**src/rtl/sum4_seq_ctrl.sv**
```systemverilog
// Nibble-serial adder controller driving one shared 4-bit CLA (sum4).
// Operands are added LSB nibble first; the carry ripples through carry_q.
module sum4_seq_ctrl #(
  parameter int WIDTH = 16
) (
  input  logic             clk,
  input  logic             rst_n,
  input  logic             start,
  input  logic [WIDTH-1:0] a,
  input  logic [WIDTH-1:0] b,
  input  logic             cin,
  output logic             busy,
  output logic             done,
  output logic [WIDTH-1:0] sum,
  output logic             cout,
  output logic             ovf,
  output logic [3:0]       add_a,
  output logic [3:0]       add_b,
  output logic             add_cin,
  input  logic [3:0]       add_s,
  input  logic             add_cout
);

  localparam int NIB = WIDTH / 4;
  localparam int IW  = $clog2(NIB);
  localparam int PW  = 4 * (NIB - 1);

  typedef enum logic [1:0] {
    IDLE,
    RUN,
    DONE
  } state_t;

  state_t           state_q, state_d;
  logic [WIDTH-1:0] a_q, a_d;
  logic [WIDTH-1:0] b_q, b_d;
  logic             carry_q, carry_d;
  logic [IW-1:0]    idx_q, idx_d;
  logic [PW-1:0]    p_q, p_d;
  logic [WIDTH-1:0] sum_q, sum_d;
  logic             cout_q, cout_d;
  logic             ovf_q, ovf_d;
  logic             last;

  always_ff @(posedge clk or negedge rst_n) begin
    if (!rst_n) begin
      state_q <= IDLE;
      a_q     <= '0;
      b_q     <= '0;
      carry_q <= 1'b0;
      idx_q   <= '0;
      p_q     <= '0;
      sum_q   <= '0;
      cout_q  <= 1'b0;
      ovf_q   <= 1'b0;
    end else begin
      state_q <= state_d;
      a_q     <= a_d;
      b_q     <= b_d;
      carry_q <= carry_d;
      idx_q   <= idx_d;
      p_q     <= p_d;
      sum_q   <= sum_d;
      cout_q  <= cout_d;
      ovf_q   <= ovf_d;
    end
  end

  assign last = (idx_q == IW'(NIB - 1));

  always_comb begin
    state_d = state_q;
    a_d     = a_q;
    b_d     = b_q;
    carry_d = carry_q;
    idx_d   = idx_q;
    p_d     = p_q;
    sum_d   = sum_q;
    cout_d  = cout_q;
    ovf_d   = ovf_q;
    add_a   = 4'h0;
    add_b   = 4'h0;
    add_cin = 1'b0;
    unique case (state_q)
      IDLE: begin
        if (start) begin
          a_d     = a;
          b_d     = b;
          carry_d = cin;
          idx_d   = '0;
          state_d = RUN;
        end
      end
      RUN: begin
        for (int k = 0; k < NIB; k++) begin
          if (idx_q == IW'(k)) begin
            add_a = a_q[4*k +: 4];
            add_b = b_q[4*k +: 4];
          end
        end
        add_cin = carry_q;
        for (int k = 0; k < NIB - 1; k++) begin
          if (idx_q == IW'(k)) p_d[4*k +: 4] = add_s;
        end
        carry_d = add_cout;
        idx_d   = idx_q + 1'b1;
        if (last) begin
          sum_d   = {add_s, p_q};
          cout_d  = add_cout;
          // Overflow: like-signed operands yielding a result of the other sign.
          ovf_d   = (a_q[WIDTH-1] == b_q[WIDTH-1]) &&
                    (add_s[3] != a_q[WIDTH-1]);
          idx_d   = '0;
          state_d = DONE;
        end
      end
      DONE: state_d = IDLE;
      default: state_d = IDLE;
    endcase
  end

  assign busy = (state_q != IDLE);
  assign done = (state_q == DONE);
  assign sum  = sum_q;
  assign cout = cout_q;
  assign ovf  = ovf_q;

endmodule

```
**config.mk**
```make
export PLATFORM = sky130hd
export DESIGN_NAME = sum4_seq_ctrl
export DESIGN_NICKNAME = d
export VERILOG_FILES = /design/src/rtl/sum4_seq_ctrl.sv
export SDC_FILE = /design/constraint.sdc
export NUM_CORES = 1
export LEC_CHECK = 0
export BUFFER_PORTS_ARGS = -buffer_cell sky130_fd_sc_hd__clkbuf_2
export CORE_UTILIZATION = 45
export CTS_CLUSTER_SIZE = 28
export DETAILED_ROUTE_END_ITERATION = 10
export HOLD_SLACK_MARGIN = 0.03
export MAX_ROUTING_LAYER = met4
export PLACE_DENSITY = 0.73
export SYNTH_ARGS = -nofsm -noshare
export SYNTH_HDL_FRONTEND = slang
export SYNTH_SLANG_ARGS = --single-unit
```
**constraint.sdc**
```tcl
create_clock -name clk -period 1.93 [get_ports clk]
set_clock_uncertainty 0.15 [all_clocks]
set_input_delay 0.386 -clock clk [delete_from_list [all_inputs] [get_ports clk]]
set_output_delay 0.386 -clock clk [all_outputs]
set_load 0.1 [all_outputs]
```
# Yosys cells after proc, flatten, opt, wreduce, memory -nomap -nowiden
# Cells that the tools add are included.
# op_classes
n_addsub	1
eq_ne	9
mux	19
n_reduce_logical	12
# ops
operator	n
4-bit two-way mux	10
2-bit AND reduction	7
2-bit two-way mux	4
2-bit case mux with 2 select lines	2
2-bit equality test, second input constant	3
2-bit by 1-bit equality test with 1-bit output, second input constant	2
2-bit logical NOT	2
2-bit != test, second input constant	2
2-bit nonzero test	2
2-bit by 1-bit adder with 2-bit output, second input constant	1
1-bit two-way mux	2
1-bit case mux with 2 select lines	1
1-bit equality test	1
1-bit logical AND	1
1-bit != test	1
# word_totals
reg_bits	67
inputBits	41
output_inout_bits	29
elab_cells	52

# Depth between registers and ports, before layout
# Gate-level depths: netlist of run 1.
# depth
depth_word	6
mapped_depth	6
depth_no_buf	5

# Worst setup path after synthesis of run 1
# No wires, ideal clock.
# synth_timing
path_kind	reg2out
startpoint	register idx_q[0]
endpoint	output add_a[3]
t_arrival_ps	3420
required_time_ps	1394
setup_slack_ps	-2026
path_stages_with_launch	7
n_path_buf	1
path_cell_list	dfrtp_1 -> inv_1 -> ha_1 -> nor2b_1 -> clkbuf_2 -> a221oi_1 -> o32ai_1
# synth_between
elab_chain_len	6
word_cells_on_any_way	9
classes_between	3 x eq/ne; 5 x mux; 1 x reduce/logical
# synth_lines
item	line_no	rtl
start: declaration	38	logic [IW-1:0] idx_q, idx_d;
start signal: assignment	61	idx_q <= idx_d;
2-bit logical NOT	96	if (idx_q == IW'(k)) begin
4-bit two-way mux (3 in series)	96	
4-bit two-way mux *	96	
4-bit two-way mux *	84	unique case (state_q)
end: declaration	17	output logic [3:0] add_a,
# Every way passes the cells marked *; elsewhere a longest branch is shown, timed or not.

# Final worst setup path of run 1
# layout_timing
startpoint	register idx_q[1]
endpoint	output add_b[3]
# layout_between
elab_chain_len	6
word_cells_on_any_way	9
classes_between	3 x eq/ne; 5 x mux; 1 x reduce/logical
# layout_lines
item	line_no	rtl
2-bit logical NOT	96	
4-bit two-way mux (3 in series)	96	
4-bit two-way mux *	96	
4-bit two-way mux *	84	
end: declaration	18	output logic [3:0] add_b,
# Marks and branches as above.

==> parameters.txt, run 1 <==
Parameter                              Value

Outcome
  Outcome ... finished, violations left
  Failing checks ... setup timing

Finish
  Ant diodes ... 0
  Sequential cell area ... 0.00168 mm²
  Net count of the finished layout ... approximately 400
  Area of all placed cells without fillers ... around 0.0042 mm²
  Filler cell count ... 461
  Layout Utilization ... approximately 67%
  Share of layout cells above drive strength 1 ... 48.2%
  Area delta synth->final ... 44.1%
  Multi-input gate area ... 0.00143 mm²
  Number of non-filler instances in the completed layout ... roughly 440

Min path
  Hold-critical path endpoint ... a_q[8]
  Kind of path behind the tightest hold check ... in -> reg
  Min-delay src ... a[8]
  Min-Delay Path Depth ... 3

Floorplan
  Core box area ... 0.00635 mm²
  Initial standard-cell utilization of the core ... a little under half
  Die H ... roughly 83 µm
  Area enclosed by the die boundary ... a little under 0.007 mm²
  Standard-cell rows ... 29
  # IOs ... 70
  Chip Width ... ~83 µm

Setup path
  CP dominant cell by count ... sky130_fd_sc_hd__buf_12
  Capture instance of the worst register-to-register path ... sum[1]
  Critical path origin ... idx_q[1]
  Cell type of the slowest stage on the worst timing path ... sky130_fd_sc_hd__dfrtp_2
  Register-to-register path setup slack ... approximately 10 ps
  Worst endpoint required time ... 1390 ps
  Worst-path fanout max ... 7
  Launching point of the worst reg2reg path ... idx_q[0]
  Data arrival time of the critical path ... roughly 1900 ps
  Type of element capturing the critical path ... output port
  Critical path's largest stage delay ... roughly 460 ps
  Category of the most critical setup path ... reg -> out
  Type of element launching the critical path ... flop
  Cell chain of the critical path ... inv_4 -> ha_4 -> nor2b_4 -> buf_12 -> a221oi_4 -> o32ai_4 -> buf_12
  Cell count of the worst reg-to-reg path ... 6

Placement
  Number of input and output port buffers inserted ... 69
  Placed wire-length estimate after detailed placement ... ~4.6 mm
  Placed cell area ... approximately 0.0039 mm²
  Final weighted congestion in routability-driven placement ... 0.763
  # placed instances ... 421

Routing
  Count of antenna-violating nets left after detailed routing ... 0
  Post-DR vias/cell ... a little over 5
  Initial DRC Count ... 90
  Number of detailed-routing iterations run before antenna repair ... 4
  Total length of routed wires ... 6.76 mm
  Vias ... roughly 2300
  Drt wl/cell ... ~15 µm
  DRC violations left ... 0

Yosys
  Cell taking the most area after synthesis ... sky130_fd_sc_hd__dfrtp_1
  Post-synth top flop ... sky130_fd_sc_hd__dfrtp_1
  Yosys warning total ... 0
  Number of instances in the synthesized netlist ... 274
  Number of unique standard cell types used by synthesis ... 30
  Post-Synthesis Mean Instance Area ... around 11 µm²
  Top cell types by occurrence after synthesis ... sky130_fd_sc_hd__nand2_1, sky130_fd_sc_hd__dfrtp_1, sky130_fd_sc_hd__mux2_2
  Portion of synthesized cell area occupied by the leading cell type ... between 50% and 60%
  Portion of the post-synthesis area used by sequential elements ... a little under three fifths
  Share of flip-flops with an asynchronous set or reset after synthesis ... between 90% and 100%
  Post-synth EDFFs ... 0
  Flops & latches, synth ... between 60 and 70
  Post-Synthesis Cell Area ... around 0.003 mm²
  Library cell with the highest instance count after synthesis ... sky130_fd_sc_hd__nand2_1
  Syn_nets ... between 300 and 400
  Largest cells by area after synthesis ... sky130_fd_sc_hd__dfrtp_1, sky130_fd_sc_hd__nand2_1, sky130_fd_sc_hd__mux2_2, sky130_fd_sc_hd__a221oi_1, sky130_fd_sc_hd__mux2_4

CTS
  Skew-Pair Late Insertion Delay ... 350 ps
  Total number of H-tree levels ... 3
  Number of buffers inserted during clock tree synthesis ... 9
  Clock slew at the register clock pins of the worst setup and hold paths ... 70 ps
  Count of clock tree sinks ... 67
  CTS max path bufs ... 2
  Clock tree from TritonCTS ... yes
  Root Buffer ... sky130_fd_sc_hd__clkbuf_8

STA
  Crit share post-route ... 126%
  Highest achievable clock rate ... approximately 0.41 GHz
  Actual transition at the worst max-transition pin ... 552 ps
  Post-route minimum period ... around 2400 ps
  Headroom to the max-slew limit ... 63.3%
  Slack of the critical path ... -494 ps
  Final Max Tran Viols ... 0
  Number of failing setup endpoints in the final timing report ... 9
  RSZ-0062 raised after global routing ... true
  Number of failing hold endpoints at the final stage ... 0

Global routing
  Vias in the first global route ... 2343
  Initial antenna violation count ... 0
  Overall overflow remaining after global route ... 0
  GR Util All Layers ... about 22%
  First-pass GRT wire length ... 11.3 mm
  Largest net degree at the start of global routing ... just over 40

Run
  Max-Cap Viols ... 0
through the flow:
| stage | setup slack (ps) | hold slack (ps) | setup TNS, ps |
|---|---|---|---|
| after global routing | -557 | 59.2 | -5160 |
| after global placement | -122 | 86.3 | -763 |
| after detailed placement | -162 | 90.9 | -1030 |
| after floorplan | -439 | -59.6 | -3460 |
| final | -494 | 70.1 | -3840 |
| after CTS | -517 | 58.1 | -4270 |
worst max-delay path: cells and delay by family (launching register included):
kind,cells,cell delay (ps)
DFF,1,460
buffers and inverters,3,460
AOI/OAI and AO/OA,2,320
and+or+nand+nor,1,150
adders and majority gates,1,130
routing by layer:
layer / GRT usage (%) / vias up / routed length, µm
li1: - / 1097 / -
met1: 28.3 / 1091 / 2940
met2: 34.3 / 63 / 3420
met3: 5.77 / 10 / 306
met4: 7.52 / 0 / 93
met5: - / - / 0
sequential cells by signal (all words and copies together) (netlist names):
name and count:
idx_q 2, carry_q 1, ovf 1, a_q 16
sum 16, cout 1, p_q 12, state_q 2
b_q 16
how the worst max path moves through the flow:
stage,endpoint,slack (ps),cells past startpoint
3_3_place_gp,add_a[3],-120,6
5_1_grt,add_b[3],-560,7
6_report,add_b[3],-490,7
4_1_cts,add_b[3],-520,7
2_1_floorplan,add_a[0],-440,6
3_5_place_dp,add_a[2],-160,7
logic make-up after synthesis:
group	after synthesis	synth area share, %
AOI/OAI and AO/OA	30	7.13
muxes	29	11.6
buffers and inverters	20	4.71
and+or+nand+nor	124	18.0
DFF	67	56.9
adders and majority gates	4	1.70
placed cells by master (no fill, tap or decap), types with 4 or more instances in the layout:
cell type                    n
sky130_fd_sc_hd__nand2_1   103
sky130_fd_sc_hd__dfrtp_1    65
sky130_fd_sc_hd__clkbuf_2   57
sky130_fd_sc_hd__mux2_2     25
sky130_fd_sc_hd__buf_12     19
sky130_fd_sc_hd__clkbuf_8   11
sky130_fd_sc_hd__o21ai_2     8
sky130_fd_sc_hd__nand3_1     8
sky130_fd_sc_hd__buf_4       8
sky130_fd_sc_hd__o31ai_4     6
sky130_fd_sc_hd__a221oi_2    5
sky130_fd_sc_hd__mux2_4      4
cell type report:
| cell class | instances | share of cell area (%) |
|---|---|---|
| Sequential cell | 67 | 39.5 |
| Multi-Input combinational cell | 187 | 33.6 |
| Timing Repair Buffer | 92 | 19.1 |
| Clock buffer | 11 | 3.57 |
| Tap cell | 77 | 2.27 |
| Clock inverter | 4 | 1.18 |
| Inverter | 4 | 0.766 |
what timing repair did:
| action | CTS | global route |
|---|---|---|
| cloned | 1 | 1 |
| buffers inserted | 3 | 1 |
| endpoints found under the setup margin | 9 | 27 |
| hold buffers | 1 | 0 |
| resized for setup | 5 | 13 |
| endpoints found under the hold margin | 67 | 0 |
| pin swaps | 5 | 6 |
Power of run 1 is left out: the tool's default activity adds up to more than one toggle a clock period on the data nets, which glitch-free logic cannot reach.
==> run 2, diff against run 1 <==
--- a/config.mk
+++ b/config.mk
@@ -5,13 +5,15 @@
 export SDC_FILE = /design/constraint.sdc
 export NUM_CORES = 1
 export LEC_CHECK = 0
+export ABC_AREA = 1
 export BUFFER_PORTS_ARGS = -buffer_cell sky130_fd_sc_hd__clkbuf_2
+export CORE_ASPECT_RATIO = 0.7
 export CORE_UTILIZATION = 45
 export CTS_CLUSTER_SIZE = 28
 export DETAILED_ROUTE_END_ITERATION = 10
 export HOLD_SLACK_MARGIN = 0.03
 export MAX_ROUTING_LAYER = met4
-export PLACE_DENSITY = 0.73
+export PLACE_DENSITY = 0.74
 export SYNTH_ARGS = -nofsm -noshare
 export SYNTH_HDL_FRONTEND = slang
 export SYNTH_SLANG_ARGS = --single-unit
==> parameters.txt, run 2 <==
Parameter                              Value

Outcome
  Outcome ... finished, violations left
  Failing checks ... setup timing

Placement
  Number of input and output port buffers inserted ... 69
  Placed wire-length estimate after detailed placement ... roughly 5.1 mm
  Final weighted congestion in routability-driven placement ... 0.815

Floorplan
  # IOs ... 70
  Initial standard-cell utilization of the core ... approximately 47%
  Area enclosed by the die boundary ... between 0.006 and 0.007 mm²
  Die H ... 69.7 µm
  Chip Width ... between 90 and 100 µm
  Core box area ... ~0.0063 mm²
  Standard-cell rows ... 24

Routing
  DR WL met3 ... between 400 and 500 µm
  Total length of routed wires ... 7.67 mm
  DRC violations left ... 0
  Number of detailed-routing iterations run before antenna repair ... 4
  Routed length on met1 ... about 3.6 mm
  Drt wl/cell ... between 10 and 15 µm
  Vias ... approximately 2700
  Length of routed met2 wiring ... between 3 and 4 mm
  Post-DR vias/cell ... just over 5
  Count of antenna-violating nets left after detailed routing ... 0
  Top sig layer ... met4
  Initial DRC Count ... 139

CTS
  Skew-Pair Late Insertion Delay ... 340 ps
  CTS max path bufs ... 2
  Clock slew at the register clock pins of the worst setup and hold paths ... approximately 70 ps
  Clock tree from TritonCTS ... yes
  Total number of H-tree levels ... 3
  Number of buffers inserted during clock tree synthesis ... 9
  Count of clock tree sinks ... 67
  Root Buffer ... sky130_fd_sc_hd__clkbuf_8

STA
  Final Max Tran Viols ... 0
  Number of failing setup endpoints in the final timing report ... 8
  Post-route minimum period ... 2290 ps
  Slack of the critical path ... -356 ps
  Actual transition at the worst max-transition pin ... between 600 and 700 ps
  Number of failing hold endpoints at the final stage ... 0
  RSZ-0062 raised after global routing ... true
  Crit share post-route ... 118%
  Highest achievable clock rate ... ~0.44 GHz
  Headroom to the max-slew limit ... a little under three fifths

Finish
  Most used cells in the layout excluding fill and tap cells ... sky130_fd_sc_hd__nand2_1, sky130_fd_sc_hd__dfrtp_1, sky130_fd_sc_hd__clkbuf_2, sky130_fd_sc_hd__nand3_1, sky130_fd_sc_hd__buf_4
  Ant diodes ... 0
  Multi-input gate area ... between 0.001 and 0.0015 mm²
  Sequential cell area ... 0.00168 mm²
  Area delta synth->final ... 43.0%
  Share of layout cells above drive strength 1 ... between 30% and 40%
  Layout Utilization ... around 67%
  Net count of the finished layout ... approximately 490
  Most common library cell in the layout ignoring fill and taps ... sky130_fd_sc_hd__nand2_1
  Filler cell count ... 483

Setup path
  Count of buffer and inverter cells on the critical path ... 3
  Cell type of the slowest stage on the worst timing path ... sky130_fd_sc_hd__dfrtp_2
  Cell chain of the critical path ... inv_4 -> ha_4 -> buf_8 -> a21oi_2 -> nand2_1 -> nand2_2 -> nand2_8 -> buf_12
  Type of element capturing the critical path ... output port
  Register-to-register path setup slack ... 200 ps
  Critical path's largest stage delay ... about 470 ps
  Type of element launching the critical path ... flop
  Data arrival time of the critical path ... between 1500 and 2000 ps
  CP top delay family ... flip-flops
  Worst endpoint required time ... 1390 ps
  Worst-path fanout max ... 5
  Category of the most critical setup path ... reg -> out

Yosys
  Share of flip-flops with an asynchronous set or reset after synthesis ... 100%
  Post-Synthesis Cell Area ... just under 0.003 mm²
  Post-synth EDFFs ... 0
  Flops & latches, synth ... 67
  Number of instances in the synthesized netlist ... 359
  Post-synth top flop ... sky130_fd_sc_hd__dfrtp_1
  Portion of the post-synthesis area used by sequential elements ... 56.9%
  Portion of synthesized cell area occupied by the leading cell type ... approximately 57%
  Yosys warning total ... 0
  Library cell with the highest instance count after synthesis ... sky130_fd_sc_hd__nand2_1
  Top cell types by occurrence after synthesis ... sky130_fd_sc_hd__nand2_1, sky130_fd_sc_hd__dfrtp_1, sky130_fd_sc_hd__nand3_1
  Cell taking the most area after synthesis ... sky130_fd_sc_hd__dfrtp_1
  Post-Synthesis Mean Instance Area ... ~8.2 µm²
  Largest cells by area after synthesis ... sky130_fd_sc_hd__dfrtp_1, sky130_fd_sc_hd__nand2_1, sky130_fd_sc_hd__nand3_1, sky130_fd_sc_hd__o21ai_0, sky130_fd_sc_hd__nor2_1
  Syn_nets ... roughly 400
  Number of unique standard cell types used by synthesis ... 19

Run
  Max-Cap Viols ... 0

Global routing
  Initial antenna violation count ... 0
  First-pass GRT wire length ... ~12 mm
  Largest net degree at the start of global routing ... 36
  GR Util All Layers ... a little under a quarter
  Vias in the first global route ... about 2600
  Overall overflow remaining after global route ... 0

Min path
  Kind of path behind the tightest hold check ... in -> reg
==> run 2: cell type report <==
type,instances,area share (%)
clock inverter,4,0.594
sequential,67,39.8
tap,78,2.32
timing repair buffer,93,17.9
inverter,15,1.66
multi-input combinational,260,34.0
clock buffer,12,3.68
==> run 2: logic make-up (layout without fill, tap and decap cells) <==
group / count (synthesis) / after routing / synth area share, %
AO/OA/AOI/OAI: 28 / 28 / 4.92
adder cells (fa/ha/maj): 4 / 4 / 1.70
buffers and inverters: 32 / 124 / 5.05
flip-flops: 67 / 67 / 56.9
AND/OR/NAND/NOR: 228 / 228 / 31.5
==> run 2: path summary, 6_finish.rpt <==
check,startpoint,to,cells after the start
max,idx_q[1],add_b[3],8
max reg2reg,state_q[0],b_q[15],3
max in group asynchronous,rst_n,p_q[6],3
min in group asynchronous,rst_n,sum[15],2
min,a[15],a_q[15],2
min reg2reg,p_q[2],sum[2],2
==> run 2: repair_timing <==
action	in CTS	in global routing
gates cloned	0	2
setup buffers	1	1
setup endpoints to repair	8	8
endpoints found under the hold margin	19	0
pin swaps	5	17
hold buffers	1	0
resized for setup	25	45
==> run 2: worst reg2reg max path: cells and delay by family, from the launching register on <==
kind	cells	cell delay [ps]
flops	1	490
simple gates	2	650
compound gates	1	330
==> run 2: stage by stage <==
step           setup TNS [ps]  cell area, µm²  hold slack (ps)  cells  setup WS, ps
4_1_cts                 -2540            4000              103    526          -334
5_1_grt                 -3290            4220              115    529          -425
2_1_floorplan            -133            3070            -59.6    359          -133
3_5_place_dp             -824            3740              243    508          -125
3_3_place_gp             -389            3740              239    508         -68.3
6_report                -2730            4220              109    529          -356
==> run 2: layer usage <==
metal	vias up	track usage, %
met5	-	-
met2	76	34.8
li1	1307	-
met1	1324	32.9
met4	0	8.62
met3	9	5.75
Power of run 2 is left out for the same reason.
